--- src/rtl/pipe_ctrl_unit.sv ---
// rtl/pipe_ctrl_unit.sv - RV32I pipelined control: ID decode, ID/EX-EX/MEM-MEM/WB control registers, hazards, forwarding
module pipe_ctrl_unit #(
    parameter int REG_AW         = 5,
    parameter int ALU_CW         = 4,
    parameter int LOAD_USE_STALL = 1
) (
    input  logic              clk,
    input  logic              rst,
    input  logic              id_valid,
    input  logic [6:0]        opcode,
    input  logic [2:0]        func3,
    input  logic              func7,
    input  logic [REG_AW-1:0] id_rs1,
    input  logic [REG_AW-1:0] id_rs2,
    input  logic [REG_AW-1:0] id_rd,
    input  logic              brnch,
    output logic              stall,
    output logic              flush,
    output logic              pc_load,
    output logic              illegal,
    output logic [ALU_CW-1:0] ex_aluCont,
    output logic              ex_alumux1sel,
    output logic              ex_alumux2sel,
    output logic [2:0]        ex_imm,
    output logic [1:0]        fwd_a,
    output logic [1:0]        fwd_b,
    output logic              mem_DMwriteEn,
    output logic              mem_DMread,
    output logic              wb_rdEn,
    output logic [1:0]        wb_rdmuxSel,
    output logic [REG_AW-1:0] wb_rd
);
    localparam logic [6:0] OP_R     = 7'b0110011;
    localparam logic [6:0] OP_I     = 7'b0010011;
    localparam logic [6:0] OP_LOAD  = 7'b0000011;
    localparam logic [6:0] OP_STORE = 7'b0100011;
    localparam logic [6:0] OP_BR    = 7'b1100011;
    localparam logic [6:0] OP_JAL   = 7'b1101111;
    localparam logic [6:0] OP_JALR  = 7'b1100111;
    localparam logic [6:0] OP_LUI   = 7'b0110111;
    localparam logic [6:0] OP_AUIPC = 7'b0010111;

    logic [3:0] w_alu;
    logic       w_mux1, w_mux2;
    logic [2:0] w_imm;
    logic       w_rs1r, w_rs2r, w_dmwe, w_dmrd, w_rden, w_br, w_jmp, w_known;
    logic [1:0] w_rdmux;
    logic       w_load_use, w_bubble;

    always_comb begin
        w_alu   = 4'b0000;
        w_mux1  = 1'b0;
        w_mux2  = 1'b0;
        w_imm   = 3'b000;
        w_rs1r  = 1'b0;
        w_rs2r  = 1'b0;
        w_dmwe  = 1'b0;
        w_dmrd  = 1'b0;
        w_rden  = 1'b0;
        w_rdmux = 2'b00;
        w_br    = 1'b0;
        w_jmp   = 1'b0;
        w_known = 1'b1;
        case (opcode)
            OP_R: begin
                w_alu = {func7, func3};
                w_rs1r = 1'b1; w_rs2r = 1'b1; w_rden = 1'b1;
            end
            OP_I: begin
                // Only the shift-right-immediate form carries func7 (srli/srai)
                w_alu = {(func3 == 3'b101) ? func7 : 1'b0, func3};
                w_rs1r = 1'b1; w_rden = 1'b1; w_mux2 = 1'b1;
                w_imm = (func3 == 3'b101) ? 3'b101 : 3'b000;
            end
            OP_LOAD: begin
                w_rs1r = 1'b1; w_dmrd = 1'b1; w_rden = 1'b1;
                w_rdmux = 2'b01; w_mux2 = 1'b1;
            end
            OP_STORE: begin
                w_rs1r = 1'b1; w_rs2r = 1'b1; w_dmwe = 1'b1;
                w_mux2 = 1'b1; w_imm = 3'b001;
            end
            OP_BR: begin
                w_rs1r = 1'b1; w_rs2r = 1'b1; w_mux1 = 1'b1; w_mux2 = 1'b1;
                w_imm = 3'b010; w_br = 1'b1;
            end
            OP_JAL: begin
                w_rden = 1'b1; w_rdmux = 2'b10; w_mux1 = 1'b1; w_mux2 = 1'b1;
                w_imm = 3'b011; w_jmp = 1'b1;
            end
            OP_JALR: begin
                w_rs1r = 1'b1; w_rden = 1'b1; w_rdmux = 2'b10; w_mux2 = 1'b1;
                w_jmp = 1'b1;
            end
            OP_LUI: begin
                w_rden = 1'b1; w_rdmux = 2'b11; w_imm = 3'b100;
            end
            OP_AUIPC: begin
                w_rden = 1'b1; w_mux1 = 1'b1; w_mux2 = 1'b1; w_imm = 3'b100;
            end
            default: w_known = 1'b0;
        endcase
        if (id_rd == '0)
            w_rden = 1'b0;
        if (!id_valid) begin
            w_rs1r = 1'b0; w_rs2r = 1'b0; w_dmwe = 1'b0; w_dmrd = 1'b0;
            w_rden = 1'b0; w_br = 1'b0; w_jmp = 1'b0;
        end
    end

    logic              r_ex_valid, r_ex_mux1, r_ex_mux2, r_ex_dmwe, r_ex_dmrd, r_ex_rden;
    logic              r_ex_br, r_ex_jmp, r_ex_illegal;
    logic [3:0]        r_ex_alu;
    logic [2:0]        r_ex_imm;
    logic [1:0]        r_ex_rdmux;
    logic [REG_AW-1:0] r_ex_rd, r_ex_rs1, r_ex_rs2;
    logic              r_mem_valid, r_mem_dmwe, r_mem_dmrd, r_mem_rden;
    logic [1:0]        r_mem_rdmux;
    logic [REG_AW-1:0] r_mem_rd;
    logic              r_wb_valid, r_wb_rden;
    logic [1:0]        r_wb_rdmux;
    logic [REG_AW-1:0] r_wb_rd;

    always_comb begin
        pc_load    = r_ex_valid & (r_ex_jmp | (r_ex_br & brnch));
        flush      = pc_load;
        w_load_use = (LOAD_USE_STALL != 0) & id_valid & r_ex_valid & r_ex_dmrd & (r_ex_rd != '0) &
                     ((w_rs1r & (id_rs1 == r_ex_rd)) | (w_rs2r & (id_rs2 == r_ex_rd)));
        stall      = w_load_use & ~flush;
        w_bubble   = flush | stall | ~id_valid | ~w_known;
    end

    always_comb begin
        fwd_a = 2'b00;
        fwd_b = 2'b00;
        if (r_mem_rden && r_mem_rd == r_ex_rs1)     fwd_a = 2'b01;
        else if (r_wb_rden && r_wb_rd == r_ex_rs1)  fwd_a = 2'b10;
        if (r_mem_rden && r_mem_rd == r_ex_rs2)     fwd_b = 2'b01;
        else if (r_wb_rden && r_wb_rd == r_ex_rs2)  fwd_b = 2'b10;
    end

    always_ff @(posedge clk) begin
        if (rst || w_bubble) begin
            r_ex_valid <= 1'b0; r_ex_mux1 <= 1'b0; r_ex_mux2 <= 1'b0;
            r_ex_dmwe  <= 1'b0; r_ex_dmrd <= 1'b0; r_ex_rden <= 1'b0;
            r_ex_br    <= 1'b0; r_ex_jmp  <= 1'b0;
            r_ex_alu   <= '0;   r_ex_imm  <= '0;   r_ex_rdmux <= '0;
            r_ex_rd    <= '0;   r_ex_rs1  <= '0;   r_ex_rs2   <= '0;
            // An unknown opcode still leaves a tagged bubble unless the slot is being killed
            r_ex_illegal <= ~rst & id_valid & ~w_known & ~flush & ~stall;
        end else begin
            r_ex_valid <= 1'b1;      r_ex_mux1 <= w_mux1;  r_ex_mux2 <= w_mux2;
            r_ex_dmwe  <= w_dmwe;    r_ex_dmrd <= w_dmrd;  r_ex_rden <= w_rden;
            r_ex_br    <= w_br;      r_ex_jmp  <= w_jmp;   r_ex_illegal <= 1'b0;
            r_ex_alu   <= w_alu;     r_ex_imm  <= w_imm;   r_ex_rdmux <= w_rdmux;
            r_ex_rd    <= id_rd;     r_ex_rs1  <= id_rs1;  r_ex_rs2   <= id_rs2;
        end

        if (rst) begin
            r_mem_valid <= 1'b0; r_mem_dmwe <= 1'b0; r_mem_dmrd <= 1'b0;
            r_mem_rden  <= 1'b0; r_mem_rdmux <= '0;  r_mem_rd   <= '0;
            r_wb_valid  <= 1'b0; r_wb_rden  <= 1'b0; r_wb_rdmux <= '0;
            r_wb_rd     <= '0;
        end else begin
            r_mem_valid <= r_ex_valid; r_mem_dmwe  <= r_ex_dmwe;  r_mem_dmrd <= r_ex_dmrd;
            r_mem_rden  <= r_ex_rden;  r_mem_rdmux <= r_ex_rdmux; r_mem_rd   <= r_ex_rd;
            r_wb_valid  <= r_mem_valid; r_wb_rden  <= r_mem_rden; r_wb_rdmux <= r_mem_rdmux;
            r_wb_rd     <= r_mem_rd;
        end
    end

    assign illegal       = r_ex_illegal;
    assign ex_aluCont    = ALU_CW'(r_ex_alu);
    assign ex_alumux1sel = r_ex_mux1;
    assign ex_alumux2sel = r_ex_mux2;
    assign ex_imm        = r_ex_imm;
    assign mem_DMwriteEn = r_mem_dmwe;
    assign mem_DMread    = r_mem_dmrd;
    assign wb_rdEn       = r_wb_rden;
    assign wb_rdmuxSel   = r_wb_rdmux;
    assign wb_rd         = r_wb_rd;

    logic w_unused;
    assign w_unused = r_wb_valid;
endmodule

--- config.mk ---
export PLATFORM = sky130hd
export DESIGN_NAME = pipe_ctrl_unit
export DESIGN_NICKNAME = d
export VERILOG_FILES = /design/src/rtl/pipe_ctrl_unit.sv
export SDC_FILE = /design/constraint.sdc
export NUM_CORES = 1
export LEC_CHECK = 0
export ABC_AREA = 1
export CORE_MARGIN = 1
export CORE_UTILIZATION = 52
export DETAILED_ROUTE_END_ITERATION = 8
export PLACE_DENSITY = 0.85
export SYNTH_ARGS = -nofsm -noshare
export SYNTH_HDL_FRONTEND = slang
export SYNTH_SLANG_ARGS = --single-unit
--- constraint.sdc ---
create_clock -name clk -period 3.4 [get_ports clk]
set_input_delay 0.85 -clock clk [delete_from_list [all_inputs] [get_ports clk]]
set_output_delay 0.85 -clock clk [all_outputs]
set_load 0.005 [all_outputs]
==> impl_table.tex <==
\begin{tabular}{lr}
\hline
Metric & Value \\
\hline
\multicolumn{2}{l}{\textbf{Detailed routing}} \\
\quad Final routed wirelength across all metal layers & between 4000 and 5000 µm \\
\quad Remaining routing DRC violations & 0 \\
\quad Post-detailed-route wirelength per cell & $\sim$11 µm \\
\quad First-iteration detailed-routing DRC count & 100 \\
\quad Avg Vias per Cell & 4.768 \\
\quad Vias after detailed routing & 2012 \\
\quad First-pass iteration count of the detailed router & 4 \\
\quad Number of nets with antenna violations after routing & 0 \\
\multicolumn{2}{l}{\textbf{STA}} \\
\quad Hold violation count in the final report & 0 \\
\quad Worst hold-check slack & slightly above 400 ps \\
\quad Highest achievable clock rate & 315.8 MHz \\
\quad Accumulated negative setup slack & 0 ps \\
\quad Number of pins exceeding their max-slew limit in the final report & 0 \\
\quad Share of the clock period used by the worst path after layout & 0.9315 \\
\quad Final critical path time including I/O delays and setup & 3167 ps \\
\quad Setup-violating endpoint count in the final report & 0 \\
\quad RSZ-0062 raised after global routing & no \\
\quad Crit path setup slack, layout & 233.0 ps \\
\quad Post-route clock skew & 11.29 ps \\
\quad Worst slew margin relative to its limit & 0.6551 \\
\quad Transition time of the tightest slew-check pin & 512.6 ps \\
\multicolumn{2}{l}{\textbf{Synthesis}} \\
\quad Dominant cells by area after synthesis & dfxtp\_1 47\%, inv\_1 9.1\%, nand2\_1 9.1\%, nor2\_1 8.6\%, nor2\_2 5.4\% \\
\quad Synthesized instance count & 295 \\
\quad Fraction of synthesis flops using an asynchronous set or reset pin & 0 \\
\quad Cell type with the largest total area after synthesis & dfxtp\_1 \\
\quad Count of synthesis-stage warnings from yosys & 0 \\
\quad Most instantiated flip-flop cell in the synthesis netlist & dfxtp\_1 \\
\quad Syn Nets & 325 \\
\quad \#FFs+latches synth & 51 \\
\quad Most instantiated cells after synthesis & 53 x inv\_1, 53 x nand2\_1, 51 x dfxtp\_1 \\
\quad Count of flip-flops with a built-in enable after synthesis & 0 \\
\quad Post-synth design cell area & 0.002191 mm² \\
\quad Mean post-synth cell area & 7.427 µm² \\
\quad Fraction of synthesized cell area taken by the top area cell type & 0.4660 \\
\quad Number of different library cells in the post-synthesis netlist & 29 \\
\quad Fraction of the yosys area taken by sequential cells & 0.4660 \\
\multicolumn{2}{l}{\textbf{CTS}} \\
\quad Max clock buf depth & 2 \\
\quad Clk pin slew, worst setup/hold paths & 80 ps \\
\quad Htree depth & 2 \\
\quad Clk\_lat worst skew & 300 ps \\
\quad Number of buffers added to fix hold violations after cts & 0 \\
\quad Library cell used as clock root buffer & clkbuf\_8 \\
\quad Total clock buffers created by CTS & 5 \\
\quad CTS tree & built \\
\quad CTS sink count & between 50 and 60 \\
\multicolumn{2}{l}{\textbf{Pwr}} \\
\quad Static leakage & 0.001349 µW \\
\quad Ratio of total power to cell area & 371.4 mW/mm² \\
\quad Maximum VDD drop & 0.2113 mV \\
\multicolumn{2}{l}{\textbf{Global routing}} \\
\quad Vias in the first global route & 2004 \\
\quad Initial antenna violation count & 0 \\
\quad Sum of overflow across all layers after global routing & 0 \\
\quad Aggregate global-route resource usage & 0.2477 \\
\quad Wire length of the first global-routing pass & a little over 8000 µm \\
\quad Largest net degree at the start of global routing & 33 \\
\multicolumn{2}{l}{\textbf{Setup path}} \\
\quad Max stage delay cell, worst path & clkdlybuf4s50\_1 \\
\quad Reg2Reg Depth & 12 \\
\quad Required time reported for the critical path endpoint & 2550 ps \\
\quad Family of cells with the greatest summed delay on the critical path & buffers and inverters \\
\quad Kind of launch point of the worst setup path & input port \\
\quad Critical path endpoint category & primary output \\
\quad Critical path, cell by cell & clkdlybuf4s50\_1, nor2\_1, nand2\_1, inv\_1, o21ai\_0, nand2\_1, nand2\_1, nand2\_1, nand2\_1, nor2\_1, dlygate4sd2\_1 \\
\quad Register-to-register setup slack & roughly 1700 ps \\
\quad Maximum fanout along the worst path & 4 \\
\quad WS Path Type & input port to primary output \\
\quad Reg-to-reg critical path endpoint & r\_ex\_rs2[1] \\
\quad Maximum cell stage delay along the critical path & 450 ps \\
\quad Number of cells on the critical path & 11 \\
\quad Worst reg2reg path startpoint & r\_ex\_rd[0] \\
\quad Critical Path Most Common Cell & nand2\_1 \\
\quad Arrival time of the worst setup path & roughly 2300 ps \\
\quad Buffer and inverter count on the worst path & 3 \\
\multicolumn{2}{l}{\textbf{Floorplan}} \\
\quad Effective utilization at floorplan & 0.5438 \\
\quad Total I/O pin count & 57 \\
\quad Core Region & 0.004029 mm² \\
\quad Die Wd & 66.91 µm \\
\quad Die span in y & 66.91 µm \\
\quad Placement row count & 23 \\
\quad Die Area & 0.004477 mm² \\
\multicolumn{2}{l}{\textbf{Worst hold path}} \\
\quad Hold Path Stages & 2 \\
\quad Path category of the worst min-delay check & register to register \\
\quad Terminating pin of the worst hold path & r\_mem\_rden \\
\quad Hold Crit Start & r\_ex\_rden \\
\multicolumn{2}{l}{\textbf{Final layout}} \\
\quad Area delta synth->final & 37.92\% \\
\quad Number of standard cells in the layout, taps in and fillers out & 422 \\
\quad Final standard cell utilization of the core & 0.7500 \\
\quad Final Net Count & about 400 \\
\quad Antenna fix cells & 0 \\
\quad Proportion of layout cells with a drive suffix above 1 & 0.1452 \\
\quad Filler cell count & 319 \\
\multicolumn{2}{l}{\textbf{Place}} \\
\quad Pre-CTS setup slack & -33.18 ps \\
\quad DPL Wire Length & approximately 3800 µm \\
\quad Cell count after placement & 409 \\
\quad Quantity of I/O buffers inserted on ports & 56 \\
\quad Weighted congestion at the end of routability-driven global placement & 0.8676 \\
\multicolumn{2}{l}{\textbf{Status}} \\
\quad Outcome & completed \\
\multicolumn{2}{l}{\textbf{Flow run}} \\
\quad Total of max-cap violations & 0 \\
\hline
\end{tabular}
stage by stage:
| stage | area (µm²) | total power [µW] |
|---|---|---|
| global placement | 2870 | 708.0 |
| detailed placement | 2870 | 709.4 |
| floorplan | 2191 | 650.7 |
| global route | 3022 | 1172 |
| finish | 3022 | 1122 |
| CTS | 3022 | 1129 |
report_power, final:
part / switching, µW / internal, µW
registers: 1.99 / 600
clock network: 200 / 222
logic: 43.8 / 55.0
total: 246 / 876
cell families after synthesis:
| kind of cell | share of synthesized area |
|---|---|
| flip-flops | 0.4660 |
| AND/OR/NAND/NOR | 0.3370 |
| AO/OA/AOI/OAI | 0.03998 |
| buffers and inverters | 0.1171 |
| XOR/XNOR | 0.03998 |
registers in the layout (all words and copies together), names as in the netlist, 2 cells and up:
name,count
r_ex_rs1,5
r_ex_rd,5
r_ex_rs2,5
r_mem_rdmux,2
wb_rdmuxSel,2
wb_rd,5
ex_imm,3
ex_aluCont,4
r_mem_rd,5
r_ex_rdmux,2
layout make-up:
| class | count | area, µm² | area share |
|---|---|---|---|
| inverter | 55 | 207.7 | 0.06874 |
| multi-input combinational | 183 | 913.4 | 0.3023 |
| tap | 50 | 62.56 | 0.02070 |
| timing repair buffer | 75 | 701.9 | 0.2323 |
| clock inverter | 3 | 46.29 | 0.01532 |
| clock buffer | 5 | 68.82 | 0.02277 |
| sequential | 51 | 1021 | 0.3379 |
worst reg2reg max path, stage by stage, from the launching register on:
cell     delay, ps
dfxtp_1        330
inv_1          120
nand2_1         80
nand2_1         70
nor2_1          40
nand2_1         40
nor2_1          40
nand2_1         50
nand2_1         40
nand2_1         70
buf_4          120
nand3_4        370
nor2_2         260
layer usage:
layer | up-vias | routed length, µm | share of wire | track usage
met2 | 56 | 2393 | 0.49 | 0.4306
met4 | 0 | 104 | 0.021 | 0.1090
met3 | 12 | 178 | 0.037 | 0.04452
li1 | 1047 | - | - | -
met5 | - | 0 | 0 | 0
met1 | 897 | 2174 | 0.45 | 0.2938
how the worst max path moves through the flow:
stage | slack [ps] | from | to
2_1_floorplan | 950 | opcode[2] | stall
3_3_place_gp | 20 | opcode[2] | stall
3_5_place_dp | -30 | opcode[2] | stall
4_1_cts | 260 | opcode[2] | stall
5_1_grt | 30 | opcode[2] | stall
6_report | 230 | opcode[2] | stall
cell usage in the layout, fill, tap and decap left out:
cell             netlist  final
nand3b_1               1      1
a21oi_1                8      8
nor2_1                50     50
nand3_1               13     13
nand2_1               53     53
nor2_2                19     19
clkinv_2               1      1
nand3_4                1      1
buf_4                  1     19
nor3_1                 3      3
clkbuf_8               0      5
nand3_2                1      1
nor4_1                 5      5
or2_2                  1      1
clkinvlp_4             0      1
nor2_4                 2      2
dlygate4sd2_1          0      1
inv_1                 53     53
nand2_2                1      1
xor2_1                 8      8
o22ai_1                2      2
nor3b_1                1      1
inv_2                  1      1
o21ai_0                2      2
inv_6                  0      1
nand4_1                7      7
o311ai_0               1      1
o21a_1                 1      1
bufinv_16              0      1
clkdlybuf4s50_1        0     55
o2111ai_1              1      1
xnor2_1                2      2
dfxtp_1               51     51
repair_timing:
action,4_1_cts,5_1_grt
resized for setup,1,0
buffers inserted,5,0
endpoints found under the setup margin,1,0
Note: power is estimated with default switching activity, not from simulation.
==> patch 1 (same settings) <==
`LOAD_USE_STALL`: 1 -> 0.
--- a/src/rtl/pipe_ctrl_unit.sv
+++ b/src/rtl/pipe_ctrl_unit.sv
@@ -2,7 +2,7 @@
 module pipe_ctrl_unit #(
     parameter int REG_AW         = 5,
     parameter int ALU_CW         = 4,
-    parameter int LOAD_USE_STALL = 1
+    parameter int LOAD_USE_STALL = 0
 ) (
     input  logic              clk,
     input  logic              rst,
Function: changed (Yosys sat finds a counterexample within 4 cycles, from zero or initial values and one cycle with rst high).
==> patch 1 against the unedited design <==
- worst hold slack worse by 6.2 ps
- maximum frequency up 4.0%
- combinational power down 25%
- area after synthesis down 8.1%
- core utilization down 1.6 points
- first-iteration DRC count down 61%
- setup slack better by 120 ps
- wire length down 19%
- sequential share of layout area up 3.9 points
- sequential cell count unchanged
- non-clock buffer count down 17
- power down 2.0%
- global-route usage down 2.5 points
- cell area down 10%
- largest cell class unchanged
- largest power group unchanged
==> patch 1: results (changes against the unedited design) <==
Run status
  • Status: finished clean

STA
  • Fin crit share: 89.6% (-3.6 points)
  • Worst Skew: 10.5 ps (-0.779 ps)

Global routing
  • Vias in the first global route: 1,620 (-19%)
  • Total track usage: 22.3% (-2.5 points)
  • Largest net degree at the start of global routing: 19 (-42%)
  • GR Util met1: 21.9% (-7.5 points)
  • GR Util met2: 42.0% (-1.0 points)
  • Met3 usage: 4.64% (+0.19 points)

Setup path
  • Critical Path Start: brnch
  • Max incr delay on CP: 560 ps (+110 ps)
  • FF-to-FF End: r_ex_rd[3]$_SDFF_PP0_
  • Crit path DAT: 2200 ps (-120 ps)
  • Largest fanout on the critical path: 3 (-1)
  • CP endpoint: flush
  • R2R Setup Slk: 1790 ps (+80 ps)
  • FF-to-FF Start: r_ex_br$_SDFF_PP0_
  • Worst Reg-to-Reg Cells: 6 (-6)

Min path
  • Hold Crit Endpoint: r_mem_rd[2]$_SDFF_PP0_
  • Worst Hold Launch: r_ex_rd[2]$_SDFF_PP0_

Logic synthesis
  • Count of cell types in the netlist: 27 (-6.9%)
  • Seq/Total Area, Yosys: 50.7% (+4.1 points)
  • Gate count of the mapped netlist: 245 (-17%)
  • Area contributors post-synth: dfxtp_1 (51%), nor2_2 (9.9%), inv_1 (8.8%)

Pwr
  • Leakage Power: 0.00110 uW (-19%)
  • Peak supply drop: 274 uV (+30%)

Clock network
  • Post_cts resized: 0 (-1)
  • Post CTS Setup Buffer Count: 0 (-5)

Routing
  • DR WL/cell: 11.1 um (-3.4%)
  • DRT iter0 DRCs: 39 (-61%)
  • Via density: 4.61 (-3.3%)
  • Met1 wire length: 1510 um (-31%)
  • Met2 WL post-DR: 2070 um (-13%)
  • Met3 WL: 142 um (-20%)

Placed design
  • Placed cells: 344 (-16%)
  • Setup WS pre-CTS: 332 ps (+365 ps)
  • Placed cell area: 2590 sq um (-9.8%)
  • Dpl hpwl: 3000 um (-20%)
  • Port buffer count: 55 (-1.8%)

Final layout
  • Proportion of layout cells with a drive suffix above 1: 17.4% (+2.9 points)
  • Final nets: 333 (-17%)
  • Filler cells: 313 (-1.9%)
[patch 1: cell types whose count changed in the layout (fill, tap and decap cells not counted), moves of 4 or more]
cell     before  now
nor2_2       19   32
nor2_1       50   34
buf_4        19    3
xnor2_1       2    8
inv_1        53   47
nand3_1      13    4
nand2_1      53   23
nor4_1        5    0
xor2_1        8    4
[patch 1: report_power, final]
part	switching (uW)	internal, uW
Clock	187	238
Sequential	1.62	600
Combinational	33.2	40.4
[patch 1: cell type report]
type / instances / area, sq um / share of cell area (%)
sequential: 51 / 1020 / 37.7
multi-input combinational: 138 / 752 / 27.8
timing repair buffer: 58 / 573 / 21.2
clock buffer: 6 / 82.6 / 3.05
tap: 48 / 60.1 / 2.22
inverter: 49 / 184 / 6.79
clock inverter: 2 / 35.0 / 1.29
[patch 1: cell families after synthesis]
group | Yosys count | synth area share [%]
xor+xnor | 12 | 5.22
buf+inv | 56 | 11.9
simple gates | 109 | 27.0
flops | 51 | 50.7
compound gates | 16 | 4.91
other cells | 1 | 0.186
==> patch 2 (config.mk and constraints unchanged) <==
Made on the original files. The parameter `REG_AW` goes from 5 to 7.
--- a/src/rtl/pipe_ctrl_unit.sv
+++ b/src/rtl/pipe_ctrl_unit.sv
@@ -1,6 +1,6 @@
 // rtl/pipe_ctrl_unit.sv - RV32I pipelined control: ID decode, ID/EX-EX/MEM-MEM/WB control registers, hazards, forwarding
 module pipe_ctrl_unit #(
-    parameter int REG_AW         = 5,
+    parameter int REG_AW         = 7,
     parameter int ALU_CW         = 4,
     parameter int LOAD_USE_STALL = 1
 ) (
Interface: changed (resized id_rd, id_rs1, id_rs2 and wb_rd); port bits go from 57 to 65. The function was not compared with the original's and may differ.
==> patch 2 against the unedited design <==
- wire length is 27% higher
- cell count grew 24%
- critical path depth fell by 1
- first-iteration DRC count up 3.0%
- register-to-register slack worse by 50 ps
- cell area is 22% higher
- area after synthesis up 27%
- power increased by 20%
- sequential cell count rose by 10
- count of clock-buffer cells in the layout grew 6
- setup slack better by 1.3 ps
- largest cell class unchanged
- largest power group unchanged
==> patch 2: results (changes against the unedited design) <==
Clock network
  • Root Driver: clkbuf_8
  • Post CTS Setup Buffer Count: 0 (-5)
  • Cts bufs inserted: 9 (+4)
  • Post_cts resized: 4 (+3)
  • Clk pin slew, worst setup/hold paths: 60 ps (-20 ps)
  • CTS max path bufs: 2 (unchanged)
  • H-tree depth: 3 (+1)
  • Clock latency at the later pin of the worst-skew pair: 330 ps (+30 ps)

Setup path
  • Max incr delay on CP: 480 ps (+30 ps)
  • Largest fanout on the critical path: 5 (+1)
  • Crit path DAT: 2320 ps (about the same)
  • Max stage delay cell, worst path: clkdlybuf4s50_1
  • CP delay by family, top: buffers and inverters
  • Worst Reg-to-Reg Cells: 13 (+1)

Global routing
  • Vias in the first global route: 2,308 (+15%)
  • Total track usage: 24.2% (-0.60 points)
  • Initial antenna violation count: 0 (unchanged)
  • First-pass GRT wire length: 9780 um (+18%)
  • Largest net degree at the start of global routing: 24 (-27%)

Routing
  • Via density: 4.77 (about the same)
  • DRT iter0 DRCs: 103 (+3.0%)
  • DR WL/cell: 11.7 um (+1.7%)
  • First-pass iteration count of the detailed router: 5 (+1)

Logic synthesis
  • Post-Synth Adder-Cell Area: 0% (unchanged)
  • Area contributors post-synth: dfxtp_1 (44%), nand2_1 (10%), inv_1 (9.2%)
  • Net Count, Synth: 406 (+25%)
  • Count of cell types in the netlist: 31 (+6.9%)
  • Post-synth top cells: nand2_1 (74), inv_1 (68), dfxtp_1 (61)
  • Mux contribution to synthesized area: 0% (unchanged)
  • Post-synthesis xor/xnor area fraction: 3.46% (-0.54 points)
  • Seq/Total Area, Yosys: 43.9% (-2.7 points)
  • Post-synthesis compound-gate area fraction: 6.34% (+2.3 points)
  • Post-synth ARST share: 0% (unchanged)
  • Synth warnings: 0 (unchanged)

Final layout
  • Proportion of layout cells with a drive suffix above 1: 13.8% (-0.67 points)
  • # diodes: 0 (unchanged)
  • Final nets: 488 (+22%)

Min path
  • Worst hold path depth: 2 (unchanged)
  • HP Class: reg2reg

Pwr
  • Peak supply drop: 235 uV (+11%)
  • Leakage Power: 0.00157 uW (+16%)

Placed design
  • GPL Wtd Cong: 0.930 (+7.2%)
  • Port buffer count: 64 (+14%)
  • Placed cell area: 3540 sq um (+23%)
  • Setup WS pre-CTS: -78.1 ps (-45.0 ps)
  • Dpl hpwl: 4910 um (+31%)

Job
  • Max-cap violations: 0 (unchanged)

STA
  • Worst Skew: 5.77 ps (-5.53 ps)
  • Worst slew pin tran: 500 ps (-12.2 ps)

Run status
  • Status: finished clean
[patch 2: changes by cell type in the layout (fill, tap and decap cells not counted), sizes merged, moves of 6 or more]
cell and delta:
dfxtp +10, inv +19, nor2 +14, clkbuf +6
xnor2 +6, clkdlybuf4s50 +6, nand2 +22
[patch 2: power by group]
group | switching (uW) | leakage, uW | total [uW] | internal (uW)
Combinational | 57.5 | 0.000996 | 118 | 60.9
Clock | 250 | 0.0000788 | 503 | 252
Sequential | 2.83 | 0.000492 | 721 | 718
[patch 2: metrics by stage]
step           instances  utilization [%]
2_1_floorplan        370                -
3_3_place_gp         511             69.0
3_5_place_dp         511             69.0
4_1_cts              525             71.8
5_1_grt              525             71.8
6_report             525             71.8
[patch 2: cell type report]
| type | count | area (sq um) |
|---|---|---|
| clock buffers | 11 | 131 |
| inverters | 74 | 278 |
| clock inverters | 3 | 15.0 |
| multi-input cells | 228 | 1220 |
| flip-flops and latches | 61 | 1220 |
| repair buffers | 78 | 742 |
| fillers | 438 | 1450 |
| well taps | 70 | 87.6 |
[patch 2: per-layer routing]
metal  up-vias  share of wire [%]  wire, um  global-route usage [%]
met1      1115                 40      2470                    25.1
met5         -                  0         0                       0
met3        17                5.6       346                    6.69
li1       1291                  -         -                       -
met2        81                 51      3120                    43.5
met4         0                3.3       201                    14.4
[patch 2: path summary, 6_finish.rpt]
kind                                   from                         to  slack [ps]
setup / recovery                  opcode[0]                      stall         230
hold / removal    r_mem_rdmux[1]$_SDFF_PP0_  wb_rdmuxSel[1]$_SDFF_PP0_         400
setup reg to reg      r_ex_rd[2]$_SDFF_PP0_      r_ex_rd[1]$_SDFF_PP0_        1660
hold reg to reg   r_mem_rdmux[1]$_SDFF_PP0_  wb_rdmuxSel[1]$_SDFF_PP0_         400
